## src/rtl/ias_fetch_unit.sv

```systemverilog
// IAS instruction fetch stage: reads 40-bit words at PC, issues the left half and
// buffers the right half in the IBR so memory is read once per instruction pair.
module ias_fetch_unit #(
  parameter int ADDR_W = 12,
  parameter int WORD_W = 40
) (
  input  logic              clk,
  input  logic              reset,
  input  logic              fetch_req,
  input  logic              jump_valid,
  input  logic [ADDR_W-1:0] jump_addr,
  input  logic              jump_right,
  output logic [ADDR_W-1:0] mem_addr,
  output logic              mem_rd,
  input  logic [WORD_W-1:0] mem_rdata,
  input  logic              mem_rvalid,
  output logic [7:0]        opcode,
  output logic [ADDR_W-1:0] operand_addr,
  output logic              instr_valid,
  output logic [ADDR_W-1:0] pc_out,
  output logic              busy
);

  localparam int HALF_W = WORD_W / 2;
  localparam logic [1:0] IDLE  = 2'd0;
  localparam logic [1:0] REQ   = 2'd1;
  localparam logic [1:0] WAIT  = 2'd2;
  localparam logic [1:0] ISSUE = 2'd3;
  localparam logic [ADDR_W-1:0] PC_INC = {{(ADDR_W-1){1'b0}}, 1'b1};

  logic [1:0]        state_r, state_s;
  logic [ADDR_W-1:0] pc_r, pc_s;
  logic [HALF_W-1:0] ibr_r, ibr_s;
  logic              ibr_valid_r, ibr_valid_s;
  logic              start_right_r, start_right_s;
  logic              discard_r, discard_s;
  logic [7:0]        opcode_r, opcode_s;
  logic [ADDR_W-1:0] operand_addr_r, operand_addr_s;
  logic              instr_valid_r, instr_valid_s;
  logic              mem_rd_r, mem_rd_s;
  logic [ADDR_W-1:0] mem_addr_r, mem_addr_s;
  logic              busy_r, busy_s;

  // Next-state and next-output computation; a jump overrides PC/IBR state last.
  always_comb begin
    state_s        = state_r;
    pc_s           = pc_r;
    ibr_s          = ibr_r;
    ibr_valid_s    = ibr_valid_r;
    start_right_s  = start_right_r;
    discard_s      = discard_r;
    opcode_s       = opcode_r;
    operand_addr_s = operand_addr_r;
    instr_valid_s  = 1'b0;
    mem_rd_s       = 1'b0;
    mem_addr_s     = mem_addr_r;

    case (state_r)
      IDLE: begin
        if (fetch_req && !jump_valid) begin
          if (ibr_valid_r) begin
            opcode_s       = ibr_r[HALF_W-1 -: 8];
            operand_addr_s = ibr_r[ADDR_W-1:0];
            ibr_valid_s    = 1'b0;
            pc_s           = pc_r + PC_INC;
            instr_valid_s  = 1'b1;
            state_s        = ISSUE;
          end else begin
            mem_rd_s   = 1'b1;
            mem_addr_s = pc_r;
            state_s    = REQ;
          end
        end else begin
          state_s = IDLE;
        end
      end
      REQ: begin
        state_s = WAIT;
        if (jump_valid) begin
          discard_s = 1'b1;
        end else begin
          discard_s = discard_r;
        end
      end
      WAIT: begin
        // A jump coinciding with the returning data drops that data too.
        if (mem_rvalid) begin
          if (discard_r || jump_valid) begin
            discard_s = 1'b0;
            state_s   = IDLE;
          end else if (start_right_r) begin
            opcode_s       = mem_rdata[HALF_W-1 -: 8];
            operand_addr_s = mem_rdata[ADDR_W-1:0];
            start_right_s  = 1'b0;
            pc_s           = pc_r + PC_INC;
            instr_valid_s  = 1'b1;
            state_s        = ISSUE;
          end else begin
            opcode_s       = mem_rdata[WORD_W-1 -: 8];
            operand_addr_s = mem_rdata[WORD_W-9 -: ADDR_W];
            ibr_s          = mem_rdata[HALF_W-1:0];
            ibr_valid_s    = 1'b1;
            instr_valid_s  = 1'b1;
            state_s        = ISSUE;
          end
        end else if (jump_valid) begin
          discard_s = 1'b1;
        end else begin
          state_s = WAIT;
        end
      end
      ISSUE: begin
        state_s = IDLE;
      end
      default: begin
        state_s = IDLE;
      end
    endcase

    if (jump_valid) begin
      pc_s          = jump_addr;
      ibr_valid_s   = 1'b0;
      start_right_s = jump_right;
    end else begin
      start_right_s = start_right_s;
    end

    busy_s = (state_s != IDLE);
  end

  // State and registered outputs.
  always_ff @(posedge clk or posedge reset) begin
    if (reset) begin
      state_r        <= IDLE;
      pc_r           <= '0;
      ibr_r          <= '0;
      ibr_valid_r    <= 1'b0;
      start_right_r  <= 1'b0;
      discard_r      <= 1'b0;
      opcode_r       <= 8'h00;
      operand_addr_r <= '0;
      instr_valid_r  <= 1'b0;
      mem_rd_r       <= 1'b0;
      mem_addr_r     <= '0;
      busy_r         <= 1'b0;
    end else begin
      state_r        <= state_s;
      pc_r           <= pc_s;
      ibr_r          <= ibr_s;
      ibr_valid_r    <= ibr_valid_s;
      start_right_r  <= start_right_s;
      discard_r      <= discard_s;
      opcode_r       <= opcode_s;
      operand_addr_r <= operand_addr_s;
      instr_valid_r  <= instr_valid_s;
      mem_rd_r       <= mem_rd_s;
      mem_addr_r     <= mem_addr_s;
      busy_r         <= busy_s;
    end
  end

  assign mem_addr     = mem_addr_r;
  assign mem_rd       = mem_rd_r;
  assign opcode       = opcode_r;
  assign operand_addr = operand_addr_r;
  assign instr_valid  = instr_valid_r;
  assign pc_out       = pc_r;
  assign busy         = busy_r;

endmodule

```

## config.mk

```make
export PLATFORM = sky130hd
export DESIGN_NAME = ias_fetch_unit
export DESIGN_NICKNAME = d
export VERILOG_FILES = /design/src/rtl/ias_fetch_unit.sv
export SDC_FILE = /design/constraint.sdc
export NUM_CORES = 1
export LEC_CHECK = 0
export BUFFER_PORTS_ARGS = -buffer_cell sky130_fd_sc_hd__buf_2
export CORE_MARGIN = 3
export CORE_UTILIZATION = 55
export DETAILED_ROUTE_END_ITERATION = 8
export PLACE_DENSITY = 0.88
export SYNTH_ARGS = -nofsm -noshare
export SYNTH_HDL_FRONTEND = slang
export SYNTH_SLANG_ARGS = --single-unit
export TNS_END_PERCENT = 5
```

## constraint.sdc

```tcl
create_clock -name clk -period 5.6 [get_ports clk]
set_clock_uncertainty 0.15 [all_clocks]
set_input_delay 1.12 -clock clk [delete_from_list [all_inputs] [get_ports clk]]
set_output_delay 1.12 -clock clk [all_outputs]
set_load 0.005 [all_outputs]
```

Yosys cells after proc, flatten, opt, wreduce, memory -nomap -nowiden
Cells that the tools add are included. W data, S select, Z words.

Bits in registers: 72. Input bits: 58. Output and inout bits: 47. Logic and storage cells: 95.

$add $sub $neg: 1. Equality and inequality tests: 15. Multiplexer cells: 47. Bitwise logic cells: 3. Reduce and logical (&&, ||, !) cells: 17.

Operators with widths (count): $mux W12 (11); $pmux W12 S2 (2); $mux W8 (5); $ne A3 B3 Y1 const B (7); $mux W1 (19); $pmux W8 S2 (1); $add A12 B1 Y12 const B (1); $mux W2 (5); $ne A2 B2 Y1 const B (5); $reduce_and A5 Y1 (2); $reduce_bool A2 Y1 (5); $pmux W2 S4 (1); $pmux W1 S2 (3); $reduce_and A3 Y1 (2); $reduce_and A6 Y1 (1); $eq A2 B2 Y1 const B (2); $reduce_and A4 Y1 (1); $not A1 Y1 (3); $reduce_bool A3 Y1 (1); $eq A2 B1 Y1 const B (1); $logic_not A2 Y1 (1); $reduce_and A2 Y1 (1); $logic_and A1 B1 Y1 (1); $logic_not A1 Y1 (1); $logic_or A1 B1 Y1 (1).

Logic depth before layout (Yosys ltp)
Gate-level depths: netlist of the first run.

Depth in word-level cells: 6. Mapped depth: 7. Depth with buffers taken out: 5.

Worst setup path before layout of the first run
OpenSTA, ideal clock, no wires.

Path kind: input -> register. From: input fetch_req. To: register mem_addr_r[0] (netlist: mem_addr[0]). Setup time: 0.125 ns. Arrival time: 2.087 ns. Data required time: 5.325 ns. Slack: 3.238 ns. Stages on the path: 4. Buffers on the path: 1. Path through: nand2b_1 > nor4_2 > buf_2 > mux2_2.

Word-level cells in the longest chain between the ends: 2.

RTL lines: start: declaration (RTL line 9) `input logic fetch_req,`; $logic_and A1 B1 Y1 (RTL line 60) `if (fetch_req && !jump_valid) begin`; $reduce_and A3 Y1 (no line); end signal: assignment (RTL line 157) `mem_addr_r <= mem_addr_s;`; end: declaration (RTL line 41) `logic [ADDR_W-1:0] mem_addr_r, mem_addr_s;`.

No other way between the ends. A chain may end at the register's enable or synchronous reset.

Worst setup path after layout of the first run
From: input jump_valid. To: register opcode_r[7] (netlist: opcode[7]).

Word-level cells in the longest chain between the ends: 4. Elaborated cells on any way between the ends: 6. Classes of those cells: 2 x eq/ne; 4 x reduce/logical.

RTL lines: start: declaration (RTL line 10) `input logic jump_valid,`; $logic_not A1 Y1 (RTL line 60); $logic_and A1 B1 Y1 (RTL line 60); $ne A2 B2 Y1 (no line); $reduce_and A5 Y1 (no line) (*); end signal: assignment (RTL line 153) `opcode_r <= opcode_s;`; end: declaration (RTL line 37) `logic [7:0] opcode_r, opcode_s;`.

Mark *: on every way between the ends. The rest lies on a longest branch, timed or not.

==> results of run 1 <==
-- stage by stage --
| stage | hold WS [ns] | setup slack [ns] |
|---|---|---|
| after floorplan | 0.3233 | 2.505 |
| after global placement | 0.3106 | 2.678 |
| after detailed placement | 0.3149 | 2.537 |
| after CTS | 0.3311 | 2.904 |
| after global routing | 0.3703 | 2.727 |
| final | 0.3263 | 2.902 |
-- worst max-delay path by stage --
stage	end
after floorplan	busy
after global placement	opcode[2]
after detailed placement	opcode[7]
after CTS	opcode[7]
after global routing	operand_addr[0]
final	opcode[7]
-- cell usage after synthesis, types with 3 or more instances --
cell and count:
buf_2 6, mux2i_1 23, nor2b_1 3, clkbuf_1 12, nor2_1 26, o21ai_0 30
a211oi_1 5, a21oi_1 24, xnor2_1 6, nand3_1 8, nand2b_1 4, inv_1 4
nand2_1 36, mux2_2 32, dfrtp_1 72
-- final cells by class --
class | instances | area [sq um] | area share, %
tap | 75 | 93.84 | 2.237
inverter | 4 | 15.01 | 0.3580
clock inverter | 5 | 55.05 | 1.313
timing repair buffer | 109 | 558.0 | 13.31
multi-input combinational | 224 | 1519 | 36.22
clock buffer | 11 | 151.4 | 3.610
sequential | 72 | 1802 | 42.96
-- layer usage --
metal / wire (um) / vias to the layer above / part of all wire, % / track usage [%]
met5: 0 / - / 0 / 0
met2: 3736 / 96 / 51 / 35.59
li1: - / 1337 / - / -
met3: 450 / 11 / 6.1 / 4.175
met4: 95 / 0 / 1.3 / 7.770
met1: 3106 / 1280 / 42 / 27.39
-- flip-flops by register name (all words and copies together) (netlist names) --
name and flops:
state_r 2, ibr_r 20, instr_valid 1, opcode 8, mem_rd 1, discard_r 1, busy 1, pc_out 12
ibr_valid_r 1, mem_addr 12, start_right_r 1, operand_addr 12
-- worst register-to-register path: stages, from the launching register on --
cell and delay [ns]:
dfrtp_1 0.55, nand2b_1 0.23, buf_4 0.26, nor4_2 0.19, buf_4 0.32, mux2_2 0.40
-- where the power goes --
part	switching, uW	total (uW)	internal [uW]
sequential	133	862	729
combinational	268	570	302
clock	193	421	229
total	593	1850	1260
-- cell families (layout without fill, tap and decap cells) --
| logic type | count (synthesis) | count (layout) | synth area share [%] |
|---|---|---|---|
| xor gates and xnor gates | 6 | 6 | 1.533 |
| adders and majority gates | 1 | 1 | 0.3649 |
| buffers and inverters | 25 | 129 | 3.321 |
| muxes | 55 | 55 | 17.23 |
| and+or+nand+nor | 90 | 90 | 12.96 |
| AOI/OAI and AO/OA | 72 | 72 | 12.04 |
| DFF | 72 | 72 | 52.55 |
==> flow_metrics.env, run 1 <==
export IMPL_placed_cells=484
export IMPL_hold_path_class="flip-flop to flip-flop"
export IMPL_tns_ns=0
export IMPL_final_hold_viol_count=0
export IMPL_drt_iter0_markers=112
export IMPL_synth_nets=380
export IMPL_p_leak_uw=0.002020
export IMPL_numCtsBuffers=9
export IMPL_final_cells=500
export IMPL_htreeDepth=3
export IMPL_wl_mm=7.388
export IMPL_diodes=0
export IMPL_synth_area_sq_um=3428
export IMPL_insertion_delay_ns=0.34
export IMPL_dp_hpwl_mm=5.031
export IMPL_postCtsSetupRepairBufs=0
export IMPL_rows=28
export IMPL_ir_worst_vdd_uv=252.7
export IMPL_reg2reg_slack_ns=3.38
export IMPL_synth_top_area_share_pct=52.55
export IMPL_ys_ff_latch=72
export IMPL_layout_commonest_cell="buf_2"
export IMPL_route_detailed_drc=0
export IMPL_cp_max_fo=41
export IMPL_dieHeight_um=84.95
export IMPL_fp_dieArea_sq_um=7217
export IMPL_nNetsFinal=479
export IMPL_drv_slew=0
export IMPL_synth_edf_count=0
export IMPL_clock_sinks=72
export IMPL_ys_flop_type="dfrtp_1"
export IMPL_rsz0062_at_grt="false"
export IMPL_cts_path_max_buffers=2
export IMPL_tightest_slew_ns=1.025
export IMPL_first_pass_iters=4
export IMPL_cp_num_buf_inv=1
export IMPL_cp_required_ns=5.61
export IMPL_endpoint_kind="flip-flop"
export IMPL_cp_arrival_ns=2.71
export IMPL_postSynthCellCount=321
export IMPL_relSlewSlack_pct=31.67
export IMPL_r2r_end="ibr_r[12]"
export IMPL_grt_pass1_vias=2618
export IMPL_cts_hold_buf=0
export IMPL_avgSynthCellArea_sq_um=10.68
export IMPL_grt_pass1_wl_mm=12.32
export IMPL_yosysWarnings=0
export IMPL_gr_total_overflow=0
export IMPL_total_power_uw=1853
export IMPL_place_gp_congestion=0.7766
export IMPL_grt_use_total_pct=21.24
export IMPL_ant_nets=0
export IMPL_ys_seq_area_share_pct=52.55
export IMPL_synth_area_leader_cell="dfrtp_1"
export IMPL_worstHoldPathCells=2
export IMPL_synthTopCellsByArea="dfrtp_1 53%, mux2_2 11%, mux2i_1 6.7%, o21ai_0 4.4%, nand2_1 3.9%"
export IMPL_ioPinCount=105
export IMPL_synth_distinct_cells=38
export IMPL_path_cells="buf_2 -> a211o_1 -> o21ai_0"
export IMPL_drv_cap=0
export IMPL_fmax_mhz=370.7
export IMPL_cp_num_cells=3
export IMPL_r2r_start="state_r[0]"
export IMPL_cpPeakStageDelay_ns=0.86
export IMPL_fill_cells=431
export IMPL_outcome="complete, no violations"
export IMPL_vias=2724
export IMPL_rr_worst_depth=5
export IMPL_antenna_found_initial=0
export IMPL_crit_family="compound AO/OA/AOI/OAI gates"
export IMPL_clk_pin_slew_ns=0.07
export IMPL_synthArstFlopShare_pct=100.0
export IMPL_powerDensity_nw_per_um2=441.9
export IMPL_drive_above_1_share_pct=38.59
export IMPL_core_sq_um=5991
export IMPL_startpoint_type="primary input"
export IMPL_io_buffers=104
export IMPL_final_cell_mix="104 x buf_2, 72 x dfrtp_1, 36 x nand2_1"
export IMPL_initial_core_util_pct=57.23
export IMPL_grt_max_degree=73
export IMPL_area_growth_pct=22.34
export IMPL_cts_resized=0
export IMPL_cp_startpoint="jump_valid"
export IMPL_final_min_clock_period_ns=2.698
export IMPL_die_x_um=84.95
export IMPL_setup_viol=0
export IMPL_place_area_sq_um=3988
export IMPL_cts_root_buf="clkbuf_8"
export IMPL_crit_type="primary input to flip-flop"
export IMPL_detail_route_wl_per_cell_um=14.78
export IMPL_viasPerCell=5.448
export IMPL_period_share_pct=48.18
export IMPL_critPathSlowestCell="a211o_1"
export IMPL_post_route_util_pct=70.01
export IMPL_post_route_cell_area_sq_um=4194
export IMPL_min_to="operand_addr[10]"
export IMPL_cts_tree="done"
export IMPL_hp_start="operand_addr[10]"
No activity file was read; power rests on OpenSTA's default activity.
==> run 2: changes to the inputs <==
--- a/config.mk
+++ b/config.mk
@@ -7,9 +7,9 @@
 export LEC_CHECK = 0
 export BUFFER_PORTS_ARGS = -buffer_cell sky130_fd_sc_hd__buf_2
 export CORE_MARGIN = 3
-export CORE_UTILIZATION = 55
+export CORE_UTILIZATION = 46
 export DETAILED_ROUTE_END_ITERATION = 8
-export PLACE_DENSITY = 0.88
+export PLACE_DENSITY = 0.79
 export SYNTH_ARGS = -nofsm -noshare
 export SYNTH_HDL_FRONTEND = slang
 export SYNTH_SLANG_ARGS = --single-unit
==> constraint.sdc (replaced) <==
create_clock -name clk -period 2.3 [get_ports clk]
set_clock_uncertainty 0.15 [all_clocks]
set_input_delay 0.46 -clock clk [delete_from_list [all_inputs] [get_ports clk]]
set_output_delay 0.46 -clock clk [all_outputs]
set_load 0.005 [all_outputs]
==> run 2 against run 1 <==
Largest cell class unchanged; setup slack lost 2.5 ns; final cell count rose by 5.2%; total power up 150%; highest routed layer unchanged; sequential power increased by 140%; critical endpoint is now pc_out[8]; non-clock buffer count rose by 5; register-to-register slack got worse by 3.0 ns; die area up 18%.
==> flow_metrics.env, run 2 (synthesis gave the netlist of run 1 again) <==
export IMPL_period_share_pct=82.57
export IMPL_drv_cap=0
export IMPL_route_detailed_drc=0
export IMPL_total_power_uw=4584
export IMPL_core_sq_um=7019
export IMPL_fmax_mhz=526.6
export IMPL_cts_resized=0
export IMPL_crit_family="simple AND/OR/NAND/NOR gates"
export IMPL_drt_iter0_markers=125
export IMPL_grt_max_degree=44
export IMPL_drive_above_1_share_pct=39.07
export IMPL_largest_register="ibr_r"
export IMPL_powerDensity_nw_per_um2=1072
export IMPL_post_route_util_pct=60.93
export IMPL_postCtsSetupRepairBufs=0
export IMPL_clk_pin_slew_ns=0.07
export IMPL_cts_hold_buf=0
export IMPL_grt_pass1_vias=2712
export IMPL_area_growth_pct=24.74
export IMPL_numCtsBuffers=9
export IMPL_cts_path_max_buffers=2
export IMPL_final_cells=526
export IMPL_cp_num_buf_inv=0
export IMPL_final_hold_viol_count=0
export IMPL_final_cell_mix="104 x buf_2, 72 x dfrtp_1, 36 x nand2_1"
export IMPL_hold_path_class="primary input to async pin"
export IMPL_path_cells="nand4b_4 -> a21o_1 -> or4_1 -> a31oi_1"
export IMPL_setup_viol=0
export IMPL_fill_cells=612
export IMPL_vias=2726
export IMPL_die_x_um=92.33
export IMPL_grt_use_total_pct=18.63
export IMPL_relSlewSlack_pct=65.85
export IMPL_netSwitchingPower_uw=1423
export IMPL_p_sw_share_pct=31.04
export IMPL_placed_cells=510
export IMPL_place_gp_congestion=0.7869
export IMPL_ir_worst_vdd_uv=574.4
export IMPL_htreeDepth=3
export IMPL_initial_core_util_pct=48.84
export IMPL_p_seq_share_pct=45.4
export IMPL_gr_total_overflow=0
export IMPL_dieHeight_um=92.33
export IMPL_diodes=0
export IMPL_cp_required_ns=2.41
export IMPL_final_min_clock_period_ns=1.899
export IMPL_p_int_uw=3161
export IMPL_clock_sinks=72
export IMPL_grt_pass1_wl_mm=12.69
export IMPL_tns_ns=0
export IMPL_detail_route_wl_per_cell_um=14.37
export IMPL_crit_type="flip-flop to flip-flop"
export IMPL_p_leak_uw=0.002044
export IMPL_cp_arrival_ns=2.01
export IMPL_first_pass_iters=4
export IMPL_nNetsFinal=484
export IMPL_fp_dieArea_sq_um=8525
export IMPL_critPathSlowestCell="dfrtp_1"
export IMPL_cpPeakStageDelay_ns=0.53
export IMPL_ant_nets=0
export IMPL_wl_mm=7.557
export IMPL_dp_hpwl_mm=5.338
export IMPL_rows=30
export IMPL_cts_tree="done"
export IMPL_layout_commonest_cell="buf_2"
export IMPL_ioPinCount=105
export IMPL_tightest_slew_ns=0.4993
export IMPL_cp_max_fo=10
export IMPL_insertion_delay_ns=0.35
export IMPL_io_buffers=104
export IMPL_clockPowerShare_pct=24.1
export IMPL_outcome="complete, no violations"
export IMPL_largest_register_ffs=20
export IMPL_rsz0062_at_grt="false"
export IMPL_viasPerCell=5.183
export IMPL_drv_slew=0
export IMPL_endpoint_kind="flip-flop"
export IMPL_pwr_share_comb_pct=30.5
export IMPL_antenna_found_initial=0
export IMPL_cts_root_buf="clkbuf_8"
export IMPL_startpoint_type="flip-flop"
[run 2: changes by cell type in the layout (fill, tap and decap cells not counted), sizes merged]
cell      before  now
clkinvlp       2    3
clkinv         2    1
inv            4    3
buf          109  114
bufinv         1    2
[run 2: cell type report]
| type | count | area [sq um] | share of cell area, % |
|---|---|---|---|
| Sequential cell | 72 | 1802 | 42.13 |
| Multi-Input combinational cell | 224 | 1519 | 35.52 |
| Timing Repair Buffer | 114 | 595.6 | 13.93 |
| Clock buffer | 11 | 141.4 | 3.306 |
| Tap cell | 96 | 120.1 | 2.809 |
| Clock inverter | 5 | 80.08 | 1.872 |
| Inverter | 4 | 18.77 | 0.4389 |
[run 2: final timing paths]
kind                                   endpoint  slack (ns)  cells after the start       startpoint
min in group clk                      pc_out[1]        0.17                      3     jump_addr[1]
max in group asynchronous             ibr_r[13]        1.50                      3            reset
worst min-delay path                ibr_valid_r        0.06                      3            reset
worst max-delay path                  pc_out[8]        0.40                      4       state_r[1]
worst max register to register        pc_out[8]        0.40                      4       state_r[1]
worst min register to register  operand_addr[4]        0.32                      2  operand_addr[4]
[run 2: layer usage]
metal  global-route usage, %  up-vias  wire [um]
met5                       0        -          0
met4                   4.332        0         73
met3                   6.093        9        554
met2                   30.03       88       3554
met1                   24.52     1294       3374
li1                        -     1335          -
[run 2: power groups by stage]
stage / combinational (uW) / sequential (uW) / clock, uW
final: 1400 / 2080 / 1110
after CTS: 1430 / 2080 / 1140
after floorplan: 889 / 2070 / 0
after detailed placement: 1430 / 2100 / 0
after global routing: 1590 / 2150 / 1200
after global placement: 1380 / 2080 / 0
[run 2: stage by stage]
stage	hold slack [ns]	worst slack, ns	instance area [sq um]
after global placement	0.3089	0.4066	4055
after floorplan	0.3233	0.4793	3432
after detailed placement	0.3191	0.3599	4055
after CTS	0.05883	0.4097	4277
final	0.05998	0.4009	4277
after global routing	0.08737	0.3026	4277
[run 2: worst register-to-register path, delay by kind of cell (launching register included)]
family           cells  cell delay [ns]
AO/OA/AOI/OAI        2             0.43
AND/OR/NAND/NOR      2             0.72
flip-flops           1             0.53
==> run 3: changes to the inputs <==
--- a/config.mk
+++ b/config.mk
@@ -5,9 +5,10 @@
 export SDC_FILE = /design/constraint.sdc
 export NUM_CORES = 1
 export LEC_CHECK = 0
+export ABC_AREA = 1
 export BUFFER_PORTS_ARGS = -buffer_cell sky130_fd_sc_hd__buf_2
 export CORE_MARGIN = 3
-export CORE_UTILIZATION = 46
+export CORE_UTILIZATION = 47
 export DETAILED_ROUTE_END_ITERATION = 8
 export PLACE_DENSITY = 0.79
 export SYNTH_ARGS = -nofsm -noshare
==> constraint.sdc (replaced) <==
create_clock -name clk -period 1.52 [get_ports clk]
set_clock_uncertainty 0.15 [all_clocks]
set_input_delay 0.304 -clock clk [delete_from_list [all_inputs] [get_ports clk]]
set_output_delay 0.304 -clock clk [all_outputs]
set_load 0.005 [all_outputs]
==> run 3 against run 2 <==
The run now ends with negative setup slack left; register-to-register slack got worse by 0.47 ns; via count rose by 32%; die area rose by 3.4%; routed wire length rose by 23%; global-route usage rose by 2.8 points; non-clock buffer count rose by 21; core utilization rose by 3.2 points.
==> flow_metrics.env, run 3 <==
export IMPL_drive_above_1_share_pct=32.14
export IMPL_cts_root_buf="clkbuf_8"
export IMPL_fmax_mhz=630.8
export IMPL_powerDensity_nw_per_um2=1788
export IMPL_clock_sinks=72
export IMPL_tightest_slew_ns=0.3861
export IMPL_drv_slew=0
export IMPL_relSlewSlack_pct=74.26
export IMPL_synth_area_sq_um=3630
export IMPL_synth_area_leader_cell="dfrtp_1"
export IMPL_ant_nets=0
export IMPL_final_min_clock_period_ns=1.585
export IMPL_cp_max_fo=7
export IMPL_p_leak_uw=0.002386
export IMPL_initial_core_util_pct=49.25
export IMPL_dieHeight_um=93.88
export IMPL_htreeDepth=3
export IMPL_ys_seq_area_share_pct=49.64
export IMPL_r2r_start="state_r[1]"
export IMPL_drt_iter0_markers=125
export IMPL_grt_pass1_wl_mm=15.05
export IMPL_antenna_found_initial=0
export IMPL_setup_ws_ns=-0.06521
export IMPL_min_to="ibr_r[2]"
export IMPL_ioPinCount=105
export IMPL_vias=3610
export IMPL_synth_distinct_cells=31
export IMPL_endpoint_kind="flip-flop"
export IMPL_hp_start="mem_rdata[2]"
export IMPL_period_share_pct=104.3
export IMPL_synth_nets=519
export IMPL_ys_ff_latch=72
export IMPL_reg2reg_slack_ns=-0.07
export IMPL_route_detailed_drc=0
export IMPL_io_buffers=104
export IMPL_cts_path_max_buffers=2
export IMPL_ys_flop_type="dfrtp_1"
export IMPL_core_sq_um=7370
export IMPL_tns_ns=-0.5643
export IMPL_grt_use_total_pct=21.39
export IMPL_detail_route_wl_per_cell_um=13.58
export IMPL_yosysMostFrequentCell="nand2_1"
export IMPL_synth_top_area_share_pct=49.64
export IMPL_insertion_delay_ns=0.34
export IMPL_place_gp_congestion=0.8528
export IMPL_crit_type="flip-flop to flip-flop"
export IMPL_numCtsBuffers=9
export IMPL_worstHoldPathCells=3
export IMPL_r2r_end="pc_out[0]"
export IMPL_ir_worst_vdd_uv=706.9
export IMPL_total_power_uw=8449
export IMPL_rr_worst_depth=8
export IMPL_grt_max_degree=73
export IMPL_die_x_um=93.88
export IMPL_postSynthCellCount=460
export IMPL_rows=31
export IMPL_dp_hpwl_mm=6.429
export IMPL_nNetsFinal=639
export IMPL_layout_commonest_cell="nand2_1"
export IMPL_synthTopCellsByArea="dfrtp_1 50%, nand2_1 14%, nor2_1 8.1%, o21ai_0 6.3%, a31oi_1 3.4%"
export IMPL_fp_dieArea_sq_um=8813
export IMPL_viasPerCell=5.278
export IMPL_final_hold_viol_count=0
export IMPL_gr_total_overflow=0
export IMPL_yosysWarnings=0
export IMPL_diodes=0
export IMPL_violations="negative setup slack"
export IMPL_synth_common_cells="131 x nand2_1, 78 x nor2_1, 72 x dfrtp_1"
export IMPL_wl_mm=9.291
export IMPL_largest_register="ibr_r"
export IMPL_startpoint_type="flip-flop"
export IMPL_fill_cells=641
export IMPL_largest_register_ffs=20
export IMPL_rsz0062_at_grt="true"
export IMPL_regArea_sq_um=1803
export IMPL_cp_arrival_ns=1.66
export IMPL_clk_pin_slew_ns=0.08
export IMPL_area_growth_pct=30.16
export IMPL_first_pass_iters=4
export IMPL_hold_path_class="primary input to flip-flop"
export IMPL_drv_cap=0
export IMPL_cts_tree="done"
export IMPL_final_cell_mix="124 x nand2_1, 104 x buf_2, 75 x nor2_1"
export IMPL_setup_viol=13
export IMPL_cp_required_ns=1.59
export IMPL_synth_edf_count=0
export IMPL_synthArstFlopShare_pct=100.0
export IMPL_multi_input_area_sq_um=1680
export IMPL_outcome="finished, violations left"
export IMPL_grt_pass1_vias=3343
export IMPL_avgSynthCellArea_sq_um=7.891
==> run 3: changes by cell type in the layout (fill, tap and decap cells not counted), sizes merged, moves of 20 or more <==
cell / delta
nand2: +98
nor2: +56
mux2: -30
mux2i: -23
o21ai: +22
a21oi: -20
==> run 3: kinds of logic after synthesis <==
logic type,synth area share [%]
muxes,0.6204
adders and majority gates,0.3447
AOI/OAI and AO/OA,14.31
DFF,49.64
buffers and inverters,5.860
and+or+nand+nor,29.23
==> run 3: worst max-delay path, stage by stage (launching register included) <==
cell       delay [ns]
dfrtp_1          0.43
inv_2            0.11
nor2_8           0.05
buf_6            0.13
a21oi_4          0.14
nand2_2          0.07
nor2_4           0.15
clkbuf_16        0.18
o21ai_1          0.06
==> run 3: final cells by class <==
class / count / share of cell area (%)
multi-input combinational: 340 / 35.57
clock inverter: 6 / 0.7680
clock buffer: 10 / 2.701
tap: 99 / 2.622
timing repair buffer: 135 / 18.35
sequential: 72 / 38.16
inverter: 22 / 1.827
==> run 3: repair_timing <==
item | 4_1_cts | 5_1_grt
gates resized for setup | 5 | 27
gates cloned | 0 | 1
pin swaps | 3 | 10
hold endpoints to repair | 72 | 0
hold buffers | 1 | 0
setup endpoints to repair | 39 | 67
buffers inserted | 2 | 1
==> run 3: per-layer routing <==
metal	vias up	global-route usage, %	part of all wire, %
met5	-	0	0
met4	0	8.303	1.5
met3	12	3.846	7.9
met2	162	35.60	48
met1	1700	27.62	43
li1	1736	-	-
==> run 3: how the worst max path moves through the flow <==
stage | startpoint | to | slack (ns) | cells after the start
global placement | state_r[1] | pc_out[11] | -0.06 | 10
finish | state_r[1] | pc_out[0] | -0.07 | 8
floorplan | state_r[0] | mem_addr[0] | 0.04 | 6
CTS | state_r[1] | pc_out[7] | -0.06 | 11
detailed placement | state_r[0] | pc_out[7] | -0.12 | 9
global route | state_r[1] | pc_out[0] | -0.12 | 10
==> run 3: where the power goes <==
part | internal (uW) | switching, uW
clock network | 585 | 731
logic | 1720 | 2010
registers | 2810 | 596
total | 5120 | 3330
==> run 3: through the flow <==
| stage | instances | setup slack [ns] | hold WS, ns | utilization (%) | cell area, sq um |
|---|---|---|---|---|---|
| after floorplan | 460 | 0.04436 | 0.2708 | - | 3633 |
| after global placement | 663 | -0.06426 | 0.2901 | 59.78 | 4405 |
| after detailed placement | 663 | -0.1243 | 0.2960 | 59.78 | 4405 |
| after CTS | 682 | -0.05817 | 0.01245 | 62.84 | 4631 |
| after global routing | 684 | -0.1155 | 0.02017 | 64.11 | 4725 |
| final | 684 | -0.06521 | 0.02164 | 64.11 | 4725 |
